File: src/rtl/isram_arbiter_if.sv
// Bus bundle between the ISRAM arbiter, fetch (genpc), the LSU and the SRAM macro.
// The slave modport is the arbiter's view; master is the requester/SRAM side.
interface isram_arbiter_if;
  logic        fe_cs;
  logic [31:3] fe_adr;
  logic [63:0] fe_rdata;
  logic        fe_rvalid;

  logic        ls_req;
  logic        ls_we;
  logic [31:2] ls_adr;
  logic [3:0]  ls_be;
  logic [31:0] ls_wdata;
  logic        ls_gnt;
  logic        ls_rvalid;
  logic [31:0] ls_rdata;

  logic        lr_isram_cs;
  logic        lr_isram_cs_endp;

  logic        isram_cs;
  logic        isram_we;
  logic [31:3] isram_adr;
  logic [7:0]  isram_wem;
  logic [63:0] isram_wdata;
  logic [63:0] isram_rdata;

  modport slave (
    input  fe_cs, fe_adr, ls_req, ls_we, ls_adr, ls_be, ls_wdata, isram_rdata,
    output fe_rdata, fe_rvalid, ls_gnt, ls_rvalid, ls_rdata, lr_isram_cs, lr_isram_cs_endp,
           isram_cs, isram_we, isram_adr, isram_wem, isram_wdata
  );

  modport master (
    output fe_cs, fe_adr, ls_req, ls_we, ls_adr, ls_be, ls_wdata, isram_rdata,
    input  fe_rdata, fe_rvalid, ls_gnt, ls_rvalid, ls_rdata, lr_isram_cs, lr_isram_cs_endp,
           isram_cs, isram_we, isram_adr, isram_wem, isram_wdata
  );
endinterface

File: src/rtl/isram_arbiter.sv
// Single-port ISRAM arbiter: LSU has priority over fetch, with a burst cap that forces one
// fetch slot and a refetch pulse to genpc after every LSU burst.
module isram_arbiter #(
  parameter int unsigned MAX_LS_BURST = 4
) (
  input  logic          clk,
  input  logic          cpurst,
  isram_arbiter_if.slave bus
);

  typedef enum logic [1:0] {StIdle, StLsBusy, StRefill} state_e;

  localparam logic [4:0] MaxBurst = 5'(MAX_LS_BURST);

  state_e      state_q, state_d;
  logic [3:0]  cnt_q, cnt_d;
  logic [4:0]  cnt_inc;
  logic        ls_gnt;
  logic        rd_pend_q;
  logic        sel_q;
  logic        fe_rvalid_q;

  assign ls_gnt  = bus.ls_req & ~cpurst & (state_q != StRefill);
  assign cnt_inc = {1'b0, cnt_q} + 5'd1;

  // State register
  always_ff @(posedge clk) begin
    if (cpurst) begin
      state_q <= StIdle;
      cnt_q   <= '0;
    end else begin
      state_q <= state_d;
      cnt_q   <= cnt_d;
    end
  end

  // Next state; IDLE and LS_BUSY share the grant path since cnt_q is 0 in IDLE
  always_comb begin
    state_d = state_q;
    cnt_d   = cnt_q;
    unique case (state_q)
      StIdle, StLsBusy: begin
        if (ls_gnt) begin
          cnt_d   = cnt_inc[3:0];
          state_d = (cnt_inc >= MaxBurst) ? StRefill : StLsBusy;
        end else begin
          cnt_d   = '0;
          state_d = StIdle;
        end
      end
      StRefill: begin
        cnt_d   = '0;
        state_d = StIdle;
      end
      default: begin
        cnt_d   = '0;
        state_d = StIdle;
      end
    endcase
  end

  // Outputs: SRAM mux, stall and refetch pulse
  always_comb begin
    bus.ls_gnt           = ls_gnt;
    bus.lr_isram_cs      = ls_gnt;
    bus.lr_isram_cs_endp = ~cpurst & (((state_q == StLsBusy) & ~ls_gnt) | (state_q == StRefill));
    bus.isram_cs         = ls_gnt | bus.fe_cs;
    bus.isram_wdata      = {bus.ls_wdata, bus.ls_wdata};
    bus.isram_adr        = bus.fe_adr;
    bus.isram_we         = 1'b0;
    bus.isram_wem        = 8'h00;
    if (ls_gnt) begin
      bus.isram_adr = bus.ls_adr[31:3];
      bus.isram_we  = bus.ls_we;
      if (bus.ls_we) begin
        bus.isram_wem = bus.ls_adr[2] ? {bus.ls_be, 4'h0} : {4'h0, bus.ls_be};
      end
    end
  end

  always_ff @(posedge clk) begin
    if (cpurst) begin
      rd_pend_q   <= 1'b0;
      sel_q       <= 1'b0;
      fe_rvalid_q <= 1'b0;
    end else begin
      rd_pend_q   <= ls_gnt & ~bus.ls_we;
      sel_q       <= bus.ls_adr[2];
      fe_rvalid_q <= bus.isram_cs & ~ls_gnt;
    end
  end

  assign bus.ls_rvalid = rd_pend_q;
  assign bus.ls_rdata  = sel_q ? bus.isram_rdata[63:32] : bus.isram_rdata[31:0];
  assign bus.fe_rvalid = fe_rvalid_q;
  assign bus.fe_rdata  = bus.isram_rdata;

endmodule
File: src/flat_wrapper.sv
// flat-port wrapper written by rule: the top's interface ports become plain ports
module isram_arbiter_flat 
#(
  parameter int unsigned MAX_LS_BURST = 4
)
  (clk, cpurst, bus_fe_cs, bus_fe_adr, bus_ls_req, bus_ls_we, bus_ls_adr, bus_ls_be, bus_ls_wdata, bus_isram_rdata, bus_fe_rdata, bus_fe_rvalid, bus_ls_gnt, bus_ls_rvalid, bus_ls_rdata, bus_lr_isram_cs, bus_lr_isram_cs_endp, bus_isram_cs, bus_isram_we, bus_isram_adr, bus_isram_wem, bus_isram_wdata);
  isram_arbiter_if bus_i ();
  input  logic clk;
  input  logic cpurst;
  input wire logic [$bits(bus_i.fe_cs)-1:0] bus_fe_cs;
  input wire logic [$bits(bus_i.fe_adr)-1:0] bus_fe_adr;
  input wire logic [$bits(bus_i.ls_req)-1:0] bus_ls_req;
  input wire logic [$bits(bus_i.ls_we)-1:0] bus_ls_we;
  input wire logic [$bits(bus_i.ls_adr)-1:0] bus_ls_adr;
  input wire logic [$bits(bus_i.ls_be)-1:0] bus_ls_be;
  input wire logic [$bits(bus_i.ls_wdata)-1:0] bus_ls_wdata;
  input wire logic [$bits(bus_i.isram_rdata)-1:0] bus_isram_rdata;
  output wire logic [$bits(bus_i.fe_rdata)-1:0] bus_fe_rdata;
  output wire logic [$bits(bus_i.fe_rvalid)-1:0] bus_fe_rvalid;
  output wire logic [$bits(bus_i.ls_gnt)-1:0] bus_ls_gnt;
  output wire logic [$bits(bus_i.ls_rvalid)-1:0] bus_ls_rvalid;
  output wire logic [$bits(bus_i.ls_rdata)-1:0] bus_ls_rdata;
  output wire logic [$bits(bus_i.lr_isram_cs)-1:0] bus_lr_isram_cs;
  output wire logic [$bits(bus_i.lr_isram_cs_endp)-1:0] bus_lr_isram_cs_endp;
  output wire logic [$bits(bus_i.isram_cs)-1:0] bus_isram_cs;
  output wire logic [$bits(bus_i.isram_we)-1:0] bus_isram_we;
  output wire logic [$bits(bus_i.isram_adr)-1:0] bus_isram_adr;
  output wire logic [$bits(bus_i.isram_wem)-1:0] bus_isram_wem;
  output wire logic [$bits(bus_i.isram_wdata)-1:0] bus_isram_wdata;
  assign bus_i.fe_cs = bus_fe_cs;
  assign bus_i.fe_adr = bus_fe_adr;
  assign bus_i.ls_req = bus_ls_req;
  assign bus_i.ls_we = bus_ls_we;
  assign bus_i.ls_adr = bus_ls_adr;
  assign bus_i.ls_be = bus_ls_be;
  assign bus_i.ls_wdata = bus_ls_wdata;
  assign bus_i.isram_rdata = bus_isram_rdata;
  assign bus_fe_rdata = bus_i.fe_rdata;
  assign bus_fe_rvalid = bus_i.fe_rvalid;
  assign bus_ls_gnt = bus_i.ls_gnt;
  assign bus_ls_rvalid = bus_i.ls_rvalid;
  assign bus_ls_rdata = bus_i.ls_rdata;
  assign bus_lr_isram_cs = bus_i.lr_isram_cs;
  assign bus_lr_isram_cs_endp = bus_i.lr_isram_cs_endp;
  assign bus_isram_cs = bus_i.isram_cs;
  assign bus_isram_we = bus_i.isram_we;
  assign bus_isram_adr = bus_i.isram_adr;
  assign bus_isram_wem = bus_i.isram_wem;
  assign bus_isram_wdata = bus_i.isram_wdata;
  isram_arbiter #(.MAX_LS_BURST(MAX_LS_BURST)) u_core (.clk(clk), .cpurst(cpurst), .bus(bus_i));
endmodule
File: config.mk
export PLATFORM = sky130hd
export DESIGN_NAME = isram_arbiter_flat
export DESIGN_NICKNAME = d
export VERILOG_FILES = /design/src/rtl/isram_arbiter_if.sv /design/src/rtl/isram_arbiter.sv /design/src/flat_wrapper.sv
export SDC_FILE = /design/constraint.sdc
export NUM_CORES = 1
export LEC_CHECK = 0
export ABC_AREA = 1
export CORE_AREA = 4 4 140 142
export CTS_CLUSTER_SIZE = 12
export DETAILED_ROUTE_END_ITERATION = 7
export DIE_AREA = 0 0 144 146
export HOLD_SLACK_MARGIN = 0.08
export MAX_ROUTING_LAYER = met4
export SLEW_MARGIN = 10
export SYNTH_ARGS = -nofsm -noshare
export SYNTH_HDL_FRONTEND = slang
export SYNTH_SLANG_ARGS = --single-unit
File: constraint.sdc
create_clock -name clk -period 1.4 [get_ports clk]
set_input_delay 0.14 -clock clk [delete_from_list [all_inputs] [get_ports clk]]
set_output_delay 0.14 -clock clk [all_outputs]
set_load 0.01 [all_outputs]
==> results of run 1 <==
==> worst max-delay path: cells and delay by family (launching register included) <==
family | cells | cell delay (ps)
buf+inv | 4 | 510
flops | 1 | 380
mux | 1 | 290
==> Yosys cell counts <==
cell type and number:
o21ai_0 1, nand2_8 1, ha_1 2, nor2_1 15
nand3_1 3, inv_6 1, nor2_4 1, inv_1 15
buf_4 131, dfxtp_1 9, nor3_2 1, nand2_1 95
mux2_2 30, a21oi_1 4, nand2_2 1, mux2_1 2
clkbuf_2 1, inv_2 1, buf_6 7
==> power by group through the flow <==
stage	clock, W	combinational, W	sequential [W]
after global routing	0.000521	0.00168	0.000277
after floorplan	0	0.000702	0.000276
after detailed placement	0	0.00141	0.000276
final	0.000497	0.00158	0.000276
after CTS	0.000510	0.00148	0.000276
after global placement	0	0.00141	0.000276
==> repair_timing <==
action,in CTS,in global routing
setup endpoints to repair,87,73
setup buffers,9,5
hold buffers,0,0
pin swaps,5,21
resized for setup,393,103
gates cloned,4,1
==> per-layer routing <==
layer	track usage [%]	wire, µm	vias up	part of all wire, %
li1	-	-	1272	-
met4	0.9416	54	0	0.52
met3	3.549	1396	6	13
met5	-	0	-	0
met2	14.18	4809	216	46
met1	10.01	4086	1092	39
==> through the flow <==
stage	std cells	total power (W)	utilization (%)	area [µm²]
finish	759	0.002352	28.17	5199
global route	759	0.002474	28.17	5199
CTS	757	0.002267	26.24	4842
detailed placement	740	0.001689	24.79	4576
global placement	740	0.001690	24.79	4576
floorplan	321	0.0009776	-	2202
==> sequential cells by signal, indices dropped and copies added, names as in the netlist <==
signal                cells
u_core.cnt_q              4
u_core.bus.fe_rvalid      1
u_core.state_q            2
u_core.bus.ls_rvalid      1
u_core.sel_q              1
==> cell type report <==
class | count | area share (%)
Timing Repair Buffer | 338 | 64.77
Multi-Input combinational cell | 156 | 22.91
Tap cell | 234 | 5.632
Sequential cell | 9 | 3.586
Clock buffer | 4 | 1.516
Inverter | 17 | 1.372
Timing Repair inverter | 1 | 0.2166
==> cell families (layout without fill, tap and decap cells) <==
family                     Yosys count  count (layout)  synth area share, %
adders and majority gates            2               2                1.136
AOI/OAI and AO/OA                    5               5                1.136
buffers and inverters              156             360                51.59
and+or+nand+nor                    117             117                21.59
muxes                               32              32                16.36
DFF                                  9               9                8.182
==> final timing paths <==
kind | slack [ps] | cells past startpoint | from | end
worst min register to register | 460 | 1 | u_core.cnt_q[0] | u_core.cnt_q[0]
worst max register to register | 400 | 7 | u_core.cnt_q[0] | u_core.state_q[0]
worst max-delay path | -160 | 5 | u_core.sel_q | bus_ls_rdata[9]
worst min-delay path | 280 | 0 | bus_ls_wdata[23] | bus_isram_wdata[23]
==> run summary, run 1 <==
Top cells by area, synth: buf_4 45%, nand2_1 16%, mux2_2 15%
DR vias/cell: 3.407
Die H: 146 µm
CTS Root Cell: clkbuf_16
Post-synthesis sequential area ratio: 8.182%
TritonCTS Sinks: 9
Synth warnings: 0
Seq. cell area: 186.4 µm²
Dpl hpwl: 8166 µm
WP data required: 1260 ps
Syn Inst Count: 321
Total routed wirelength: 10,350 µm
Finish-stage setup viols: 50
Number of CTS-inserted buffers: 3
CTS tree: built
Place WS: -560.2 ps
Status: finished with violations
Vias in the first global route: 2,576
Fmax: 0.6429 GHz
Largest net degree at the start of global routing: 15
Critical path type: flop to output pin
Max cap viols: 0
Total Routing Usage GR: 8.564%
Global-route wire length before repair: 13,940 µm
Footprint of the multi-input gates: 0.001191 mm²
Most frequent cells in the layout: 168 x clkdlybuf4s50_1, 62 x buf_6, 59 x nand2_1, 41 x buf_4, 32 x mux2_4
H-tree depth: 1
Period utilization: 111.1%
Initial core utilization: 11.93%
RSZ-0062 raised after global routing: yes
Avg Inst Size Synth: 6.860 µm²
Post-layout worst setup margin: -155.6 ps
Most common cell after layout, fill and taps aside: clkdlybuf4s50_1
Die Area: 0.02102 mm²
Num ports: 368
Grt total ovfl: 0
Fraction of layout instances using a drive strength above 1: 43.81%
N_diodes: 0
Hold Crit Class: input pin to output pin
Internal Power: 0.001660 W
Cell Pwr Density: 452.4 mW/mm²
Crit path max fanout: 5
Nets: 692
Fin Hold WS: 280.0 ps
Switching power as a share of total power: 29.43%
Combinational Power Share: 67.2%
Yosys cell types: 19
NetSw: 0.0006921 W
Drt pass-1 iters: 4
DR DRC count: 0
Slowest stage delay, CP: 380 ps
VDD IR max: 418.0 µV
Row count: 50
Gpl congestion: 0.8358
Violations in the final reports: negative setup slack
Final hold vios: 0
WP data arrival: 1420 ps
Clk slew on worst S/H paths: 40 ps
Core area: 0.01846 mm²
Slew headroom: 85.29%
Worst skew pair latency: 230 ps
Part of the power in registers: 11.7%
Worst-Margin Slew: 220.5 ps
First DRT Iteration DRCs: 54
Routed Antenna Nets: 0
Slowest cell on crit path: dfxtp_4
Yosys reg bits: 9
Mapped Area: 0.002202 mm²
Max Transition Viols Final: 0
Clock tree buffer depth: 2
Most used cell, CP: buf_6
Final Skew: 3.077 ps
Synth top area share: 44.66%
WL per Instance: 13.63 µm
Clock power frac: 21.1%
Number of fill cells: 1,976
Setup_tns: -2931 ps
Crit path time final: 1556 ps
Crit path capture type: output pin
Pleak: 2.520 nW
Vias post-DR: 2,586
# port buffers: 271
Syn_nets: 487
Crit start category: flop
Area delta synth->final: 136.1%
CP cell instances: buf_12, buf_16, buf_6, mux2_4, buf_6
Initial antenna violation count: 0
DIE WIDTH: 144 µm
Area leader, netlist: buf_4
(Power assumes the default switching activity.)
==> inputs of run 2 (changes only) <==
- ABC_AREA: 1 -> default
- CORE_AREA: 4 4 140 142 -> 4 4 142 144
- DIE_AREA: 0 0 144 146 -> 0 0 146 148
- SETUP_SLACK_MARGIN: default -> 0.2
==> run summary, run 2 <==
Status: finished with violations (unchanged)
Violations in the final reports: negative setup slack (unchanged)
WP data required: 1260 ps (about the same)
Max cap viols: 0 (unchanged)
WP data arrival: 1530 ps (was 1420 ps)
Vias post-DR: 2,399 (was 2,586)
Post-synth EDFFs: 0 (unchanged)
Slowest stage delay, CP: 320 ps (was 380 ps)
Initial antenna violation count: 1 (was 0)
Core area: 0.01871 mm² (was 0.01846 mm²)
NetSw: 0.0006697 W (was 0.0006921 W)
Most common cell after layout, fill and taps aside: clkdlybuf4s50_1 (unchanged)
Avg Inst Size Synth: 8.940 µm² (was 6.860 µm²)
Switching power as a share of total power: 27.67% (was 29.43%)
Area delta synth->final: 147.9% (was 136.1%)
Top-count cell post-synth: buf_4 (unchanged)
Mapped Area: 0.002155 mm² (was 0.002202 mm²)
Initial core utilization: 11.52% (was 11.93%)
Number of fill cells: 1,919 (was 1,976)
Yosys reg bits: 9 (unchanged)
Top cells by area, synth: buf_4 45%, mux2_2 29%, dfxtp_1 8.4% (was buf_4 45%, nand2_1 16%, mux2_2 15%)
Placed insts: 643 (was 740)
Crit-path leading delay family: buffers and inverters (unchanged)
Die H: 148 µm (was 146 µm)
Synth top area share: 44.95% (was 44.66%)
Clock power frac: 20.8% (was 21.1%)
Fmax: 0.5975 GHz (was 0.6429 GHz)
Slowest cell on crit path: dfxtp_2 (was dfxtp_4)
Drt pass-1 iters: 4 (unchanged)
Setup_tns: -13,330 ps (was -2931 ps)
Asr flop ratio synth: 0% (unchanged)
Post-layout worst setup margin: -273.6 ps (was -155.6 ps)
Dpl hpwl: 8733 µm (was 8166 µm)
DR vias/cell: 3.507 (was 3.407)
Clk slew on worst S/H paths: 40 ps (about the same)
Syn Inst Count: 241 (was 321)
Most frequent cells in the layout: 128 x clkdlybuf4s50_1, 93 x buf_6, 66 x dlygate4sd2_1, 61 x mux2_4, 30 x buf_4 (was 168 x clkdlybuf4s50_1, 62 x buf_6, 59 x nand2_1, 41 x buf_4, 32 x mux2_4)
Part of the power in registers: 11.4% (was 11.7%)
Routed Antenna Nets: 0 (unchanged)
DR DRC count: 0 (unchanged)
Worst skew pair latency: 230 ps (about the same)
Internal Power: 0.001751 W (was 0.001660 W)
Largest net degree at the start of global routing: 9 (was 15)
Place WS: -851.5 ps (was -560.2 ps)
CTS Root Cell: clkbuf_16 (unchanged)
Post-synth top flop: dfxtp_1 (unchanged)
Hold Crit Class: input pin to output pin (unchanged)
Final Skew: 0.2676 ps (was 3.077 ps)
Final hold vios: 0 (unchanged)
Total routed wirelength: 11,740 µm (was 10,350 µm)
Finish-stage setup viols: 74 (was 50)
R2R Setup Slk: 230 ps (was 400 ps)
RSZ-0062 raised after global routing: yes (unchanged)
Crit path time final: 1674 ps (was 1556 ps)
Non-Filler Instances: 684 (was 759)
VDD IR max: 278.6 µV (was 418.0 µV)
Worst Path Buf+Inv: 3 (was 4)
Num ports: 368 (unchanged)
Crit path capture type: output pin (unchanged)
Yosys cell types: 29 (was 19)
Syn_nets: 407 (was 487)
Cell Pwr Density: 453.2 mW/mm² (was 452.4 mW/mm²)
Crit path max fanout: 8 (was 5)
DIE WIDTH: 146 µm (was 144 µm)
Largest Register: u_core.cnt_q (unchanged)
Number of CTS-inserted buffers: 3 (unchanged)
Gpl congestion: 0.7958 (was 0.8358)
Die Area: 0.02161 mm² (was 0.02102 mm²)
Footprint of the multi-input gates: 0.001236 mm² (was 0.001191 mm²)
Fraction of layout instances using a drive strength above 1: 50.56% (was 43.81%)
Final core utilization: 28.56% (was 28.17%)
Period utilization: 119.5% (was 111.1%)
H-tree depth: 1 (unchanged)
CTS tree: built (unchanged)
Worst-Margin Slew: 272.4 ps (was 220.5 ps)
Synth warnings: 0 (unchanged)
First DRT Iteration DRCs: 32 (was 54)
Max Transition Viols Final: 0 (unchanged)
Slew headroom: 81.73% (was 85.29%)
Most frequent cells after synthesis: 129 x buf_4, 55 x mux2_2, 9 x dfxtp_1 (was 131 x buf_4, 95 x nand2_1, 30 x mux2_2)
# port buffers: 271 (unchanged)
Post-CTS Hold Buffers: 0 (unchanged)
WL per Instance: 17.16 µm (was 13.63 µm)
Nets: 616 (was 692)
Global-route wire length before repair: 16,540 µm (was 13,940 µm)
Total Routing Usage GR: 10.12% (was 8.564%)
Seq. cell area: 186.4 µm² (unchanged)
Row count: 50 (unchanged)
Top Registers: u_core.cnt_q (4), u_core.state_q (2) (unchanged)
Critical path type: flop to output pin (unchanged)
Max FFs per register: 4 (unchanged)
Pleak: 2.453 nW (was 2.520 nW)
Combinational Power Share: 67.8% (was 67.2%)
Crit start category: flop (unchanged)
CP cell instances: nor2b_4, nor2_4, buf_12, buf_16, mux2_4, buf_6 (was buf_12, buf_16, buf_6, mux2_4, buf_6)
Post-synthesis sequential area ratio: 8.362% (was 8.182%)
TritonCTS Sinks: 9 (unchanged)
Area leader, netlist: buf_4 (unchanged)
Grt total ovfl: 0 (unchanged)
Clock tree buffer depth: 2 (unchanged)
Vias in the first global route: 2,719 (was 2,576)
==> run 2: metrics by stage <==
stage | total power (W) | area, µm² | hold WS [ps]
2_1_floorplan | 0.0009748 | 2170 | 211.6
3_3_place_gp | 0.001638 | 4425 | 280.1
3_5_place_dp | 0.001648 | 4425 | 280.1
4_1_cts | 0.002427 | 5278 | 280.1
5_1_grt | 0.002537 | 5341 | 280.1
6_report | 0.002421 | 5341 | 280.0
==> run 2: kinds of logic after synthesis <==
family                     after synthesis  synth area share [%]
AOI/OAI and AO/OA                        2                0.5806
muxes                                   61                 32.58
buffers and inverters                  138                 47.73
xor gates and xnor gates                 2                0.8132
DFF                                      9                 8.362
and+or+nand+nor                         27                 8.769
adders and majority gates                2                 1.161
==> run 2: final cells by class <==
cell class,count,share of cell area [%]
Multi-Input combinational cell,94,23.14
Sequential cell,9,3.490
Timing Repair Buffer,340,66.22
Antenna cell,1,0.04685
Clock buffer,4,1.476
Inverter,2,0.1405
Tap cell,234,5.481
==> run 2: timing repair <==
item                       CTS  global route
resized for setup          535            10
cloned                       6             0
buffers inserted            26             4
setup endpoints to repair  140            77
pin swaps                    9             3
==> run 2: worst paths after layout <==
path                          start              endpoint  depth (start not counted)
hold / removal      bus_ls_wdata[5]   bus_isram_wdata[37]                          0
setup / recovery  u_core.state_q[1]      bus_isram_adr[5]                          6
setup reg to reg  u_core.state_q[1]  u_core.bus.fe_rvalid                          6
hold reg to reg     u_core.cnt_q[0]       u_core.cnt_q[0]                          1
==> run 2: power groups by stage <==
stage | clock network (W) | registers [W] | logic (W)
global placement | 0 | 0.000278 | 0.00136
finish | 0.000504 | 0.000275 | 0.00164
floorplan | 0 | 0.000277 | 0.000698
detailed placement | 0 | 0.000279 | 0.00137
global route | 0.000530 | 0.000276 | 0.00173
CTS | 0.000514 | 0.000276 | 0.00164
==> run 2: routing by layer <==
layer	global-route usage, %	up-vias	routed length, µm
li1	-	1095	-
met1	10.45	1049	4216
met2	18.07	247	5846
met3	4.752	8	1544
met4	1.458	0	129
met5	-	-	0
==> run 2: worst register-to-register path: stages, from the launching register on <==
cell     delay, ps
dfxtp_2        330
nor2b_4        170
nor2_4          60
buf_12         140
buf_16         150
buf_6          110
nor3b_2        150
==> inputs of run 3 (changes only) <==
- CAP_MARGIN: default -> 5
- CORE_AREA: 4 4 142 144 -> 2 2 145 147
- DIE_AREA: 0 0 146 148 -> 0 0 147 149
==> run summary, run 3 (same netlist as run 2, synthesis figures left out) <==
Status: finished with violations (unchanged)
Fraction of layout instances using a drive strength above 1: 50.22% (was 50.56%)
Setup_tns: -16,420 ps (was -13,330 ps)
Max FFs per register: 4 (unchanged)
CTS tree: built (unchanged)
Grt total ovfl: 0 (unchanged)
Slew headroom: 72.18% (was 81.73%)
CTS Root Cell: clkbuf_16 (unchanged)
Crit start category: flop (unchanged)
Drt pass-1 iters: 2 (was 4)
Post-CTS Hold Buffers: 0 (unchanged)
Worst Reg-to-Reg Cells: 5 (was 6)
Final Skew: 1.204 ps (was 0.2676 ps)
Row count: 53 (was 50)
Cell Pwr Density: 443.8 mW/mm² (was 453.2 mW/mm²)
DR vias/cell: 3.261 (was 3.507)
WHS Path Cells: 0 (unchanged)
WP data required: 1260 ps (about the same)
Global-route wire length before repair: 13,280 µm (was 16,540 µm)
Violations in the final reports: negative setup slack (unchanged)
DIE WIDTH: 147 µm (was 146 µm)
Dpl hpwl: 6682 µm (was 8733 µm)
Clk slew on worst S/H paths: 40 ps (about the same)
R2R Path End: u_core.bus.fe_rvalid (unchanged)
Vias in the first global route: 2,441 (was 2,719)
Die H: 149 µm (was 148 µm)
Num ports: 368 (unchanged)
Routed Antenna Nets: 0 (unchanged)
WHS Endpoint: bus_isram_wdata[50] (was bus_isram_wdata[37])
R2R Setup Slk: 340 ps (was 230 ps)
Finish-stage setup viols: 74 (unchanged)
H-tree depth: 1 (unchanged)
Area delta synth->final: 146.3% (was 147.9%)
Largest net degree at the start of global routing: 10 (was 9)
Hold Crit Class: input pin to output pin (unchanged)
Max Transition Viols Final: 0 (unchanged)
Most frequent cells in the layout: 129 x clkdlybuf4s50_1, 87 x buf_6, 68 x dlygate4sd2_1, 57 x mux2_4, 32 x buf_4 (was 128 x clkdlybuf4s50_1, 93 x buf_6, 66 x dlygate4sd2_1, 61 x mux2_4, 30 x buf_4)
Placed instance area: 0.004457 mm² (was 0.004425 mm²)
Hold Crit Start: bus_ls_wdata[18] (was bus_ls_wdata[5])
Vias post-DR: 2,358 (was 2,399)
R2R Path Start: u_core.state_q[1] (unchanged)
Worst-Margin Slew: 416.0 ps (was 272.4 ps)
Die Area: 0.02190 mm² (was 0.02161 mm²)
Post-layout worst setup margin: -365.8 ps (was -273.6 ps)
Clock tree buffer depth: 2 (unchanged)
Gpl congestion: 0.7412 (was 0.7958)
Initial antenna violation count: 0 (was 1)
Nets: 615 (was 616)
Initial core utilization: 10.48% (was 11.52%)
Top Registers: u_core.cnt_q (4), u_core.state_q (2) (unchanged)
Design area: 0.005308 mm² (was 0.005341 mm²)
Critical path type: flop to output pin (unchanged)
Crit path time final: 1766 ps (was 1674 ps)
Pleak: 2.402 nW (was 2.453 nW)
RSZ-0062 raised after global routing: yes (unchanged)
TritonCTS Sinks: 9 (unchanged)
DR DRC count: 0 (unchanged)
First DRT Iteration DRCs: 29 (was 32)
Number of fill cells: 2,187 (was 1,919)
Max cap viols: 0 (unchanged)
Seq. cell area: 188.9 µm² (was 186.4 µm²)
Core area: 0.02056 mm² (was 0.01871 mm²)
WL per Instance: 13.02 µm (was 17.16 µm)
Fmax: 0.5663 GHz (was 0.5975 GHz)
Largest Register: u_core.cnt_q (unchanged)
Footprint of the multi-input gates: 0.001199 mm² (was 0.001236 mm²)
Total Routing Usage GR: 7.983% (was 10.12%)
Final hold vios: 0 (unchanged)
Crit path capture type: output pin (unchanged)
Fin Hold WS: 280.0 ps (about the same)
VDD IR max: 311.7 µV (was 278.6 µV)
Worst skew pair latency: 230 ps (about the same)
Number of CTS-inserted buffers: 3 (unchanged)
Most common cell after layout, fill and taps aside: clkdlybuf4s50_1 (unchanged)
Pwr Total: 0.002355 W (was 0.002421 W)
# port buffers: 271 (unchanged)
N_diodes: 0 (was 1)
Place WS: -730.3 ps (was -851.5 ps)
WP data arrival: 1630 ps (was 1530 ps)
Total routed wirelength: 9411 µm (was 11,740 µm)
Period utilization: 126.1% (was 119.5%)
Crit path max fanout: 7 (was 8)
run 3: cell count changes in the layout (fill, tap and decap cells not counted), sizes merged:
cell	previous run	this run
dlygate4sd2	66	68
clkdlybuf4s15	3	0
buf	143	142
clkdlybuf4s50	128	129
diode	1	0
run 3: power breakdown:
| part | switching (W) | total, W | leakage, nW | internal, W |
|---|---|---|---|---|
| Clock | 0.000121 | 0.000501 | 0.0382 | 0.000380 |
| Sequential | 0.00000916 | 0.000274 | 0.0754 | 0.000265 |
| Combinational | 0.000503 | 0.00158 | 2.29 | 0.00108 |
run 3: critical path, stage by stage, from the launching register on:
cell and delay, ps:
dfxtp_2 320, nor2b_4 130, nor2_4 150, buf_6 140
buf_6 90, buf_12 120, mux2_4 300, buf_6 120
run 3: cell type report:
cell class / instances / share of cell area, %
Inverter: 2 / 0.1886
Clock buffer: 4 / 1.485
Timing Repair Buffer: 339 / 65.70
Tap cell: 275 / 6.483
Sequential cell: 9 / 3.560
Multi-Input combinational cell: 94 / 22.58
run 3: worst max path at each step:
stage                            from                   end  slack, ps  cells past startpoint
floorplan           u_core.state_q[1]     bus_isram_adr[15]        160                      4
global placement           bus_ls_req  bus_lr_isram_cs_endp       -760                      5
detailed placement         bus_ls_req  bus_lr_isram_cs_endp       -730                      5
CTS                 u_core.state_q[1]     bus_isram_adr[24]       -370                      7
global route        u_core.state_q[1]     bus_isram_adr[16]       -410                      7
finish              u_core.state_q[1]      bus_isram_adr[9]       -370                      7
run 3: per-layer routing:
metal | vias to the layer above | routed length [µm] | track usage [%]
li1 | 1098 | - | -
met1 | 1011 | 3286 | 8.430
met2 | 244 | 4696 | 14.04
met3 | 5 | 1385 | 3.792
met4 | 0 | 42 | 1.010
met5 | - | 0 | -
run 3: what timing repair did:
item	CTS	global route
setup buffers	28	4
resized for setup	513	13
pin swaps	6	5
cloned	6	0
setup endpoints to repair	140	74
run 3: through the flow:
stage,cells,util [%]
6_report,723,25.82
5_1_grt,723,25.82
3_3_place_gp,681,21.68
3_5_place_dp,681,21.68
2_1_floorplan,241,-
4_1_cts,719,25.42
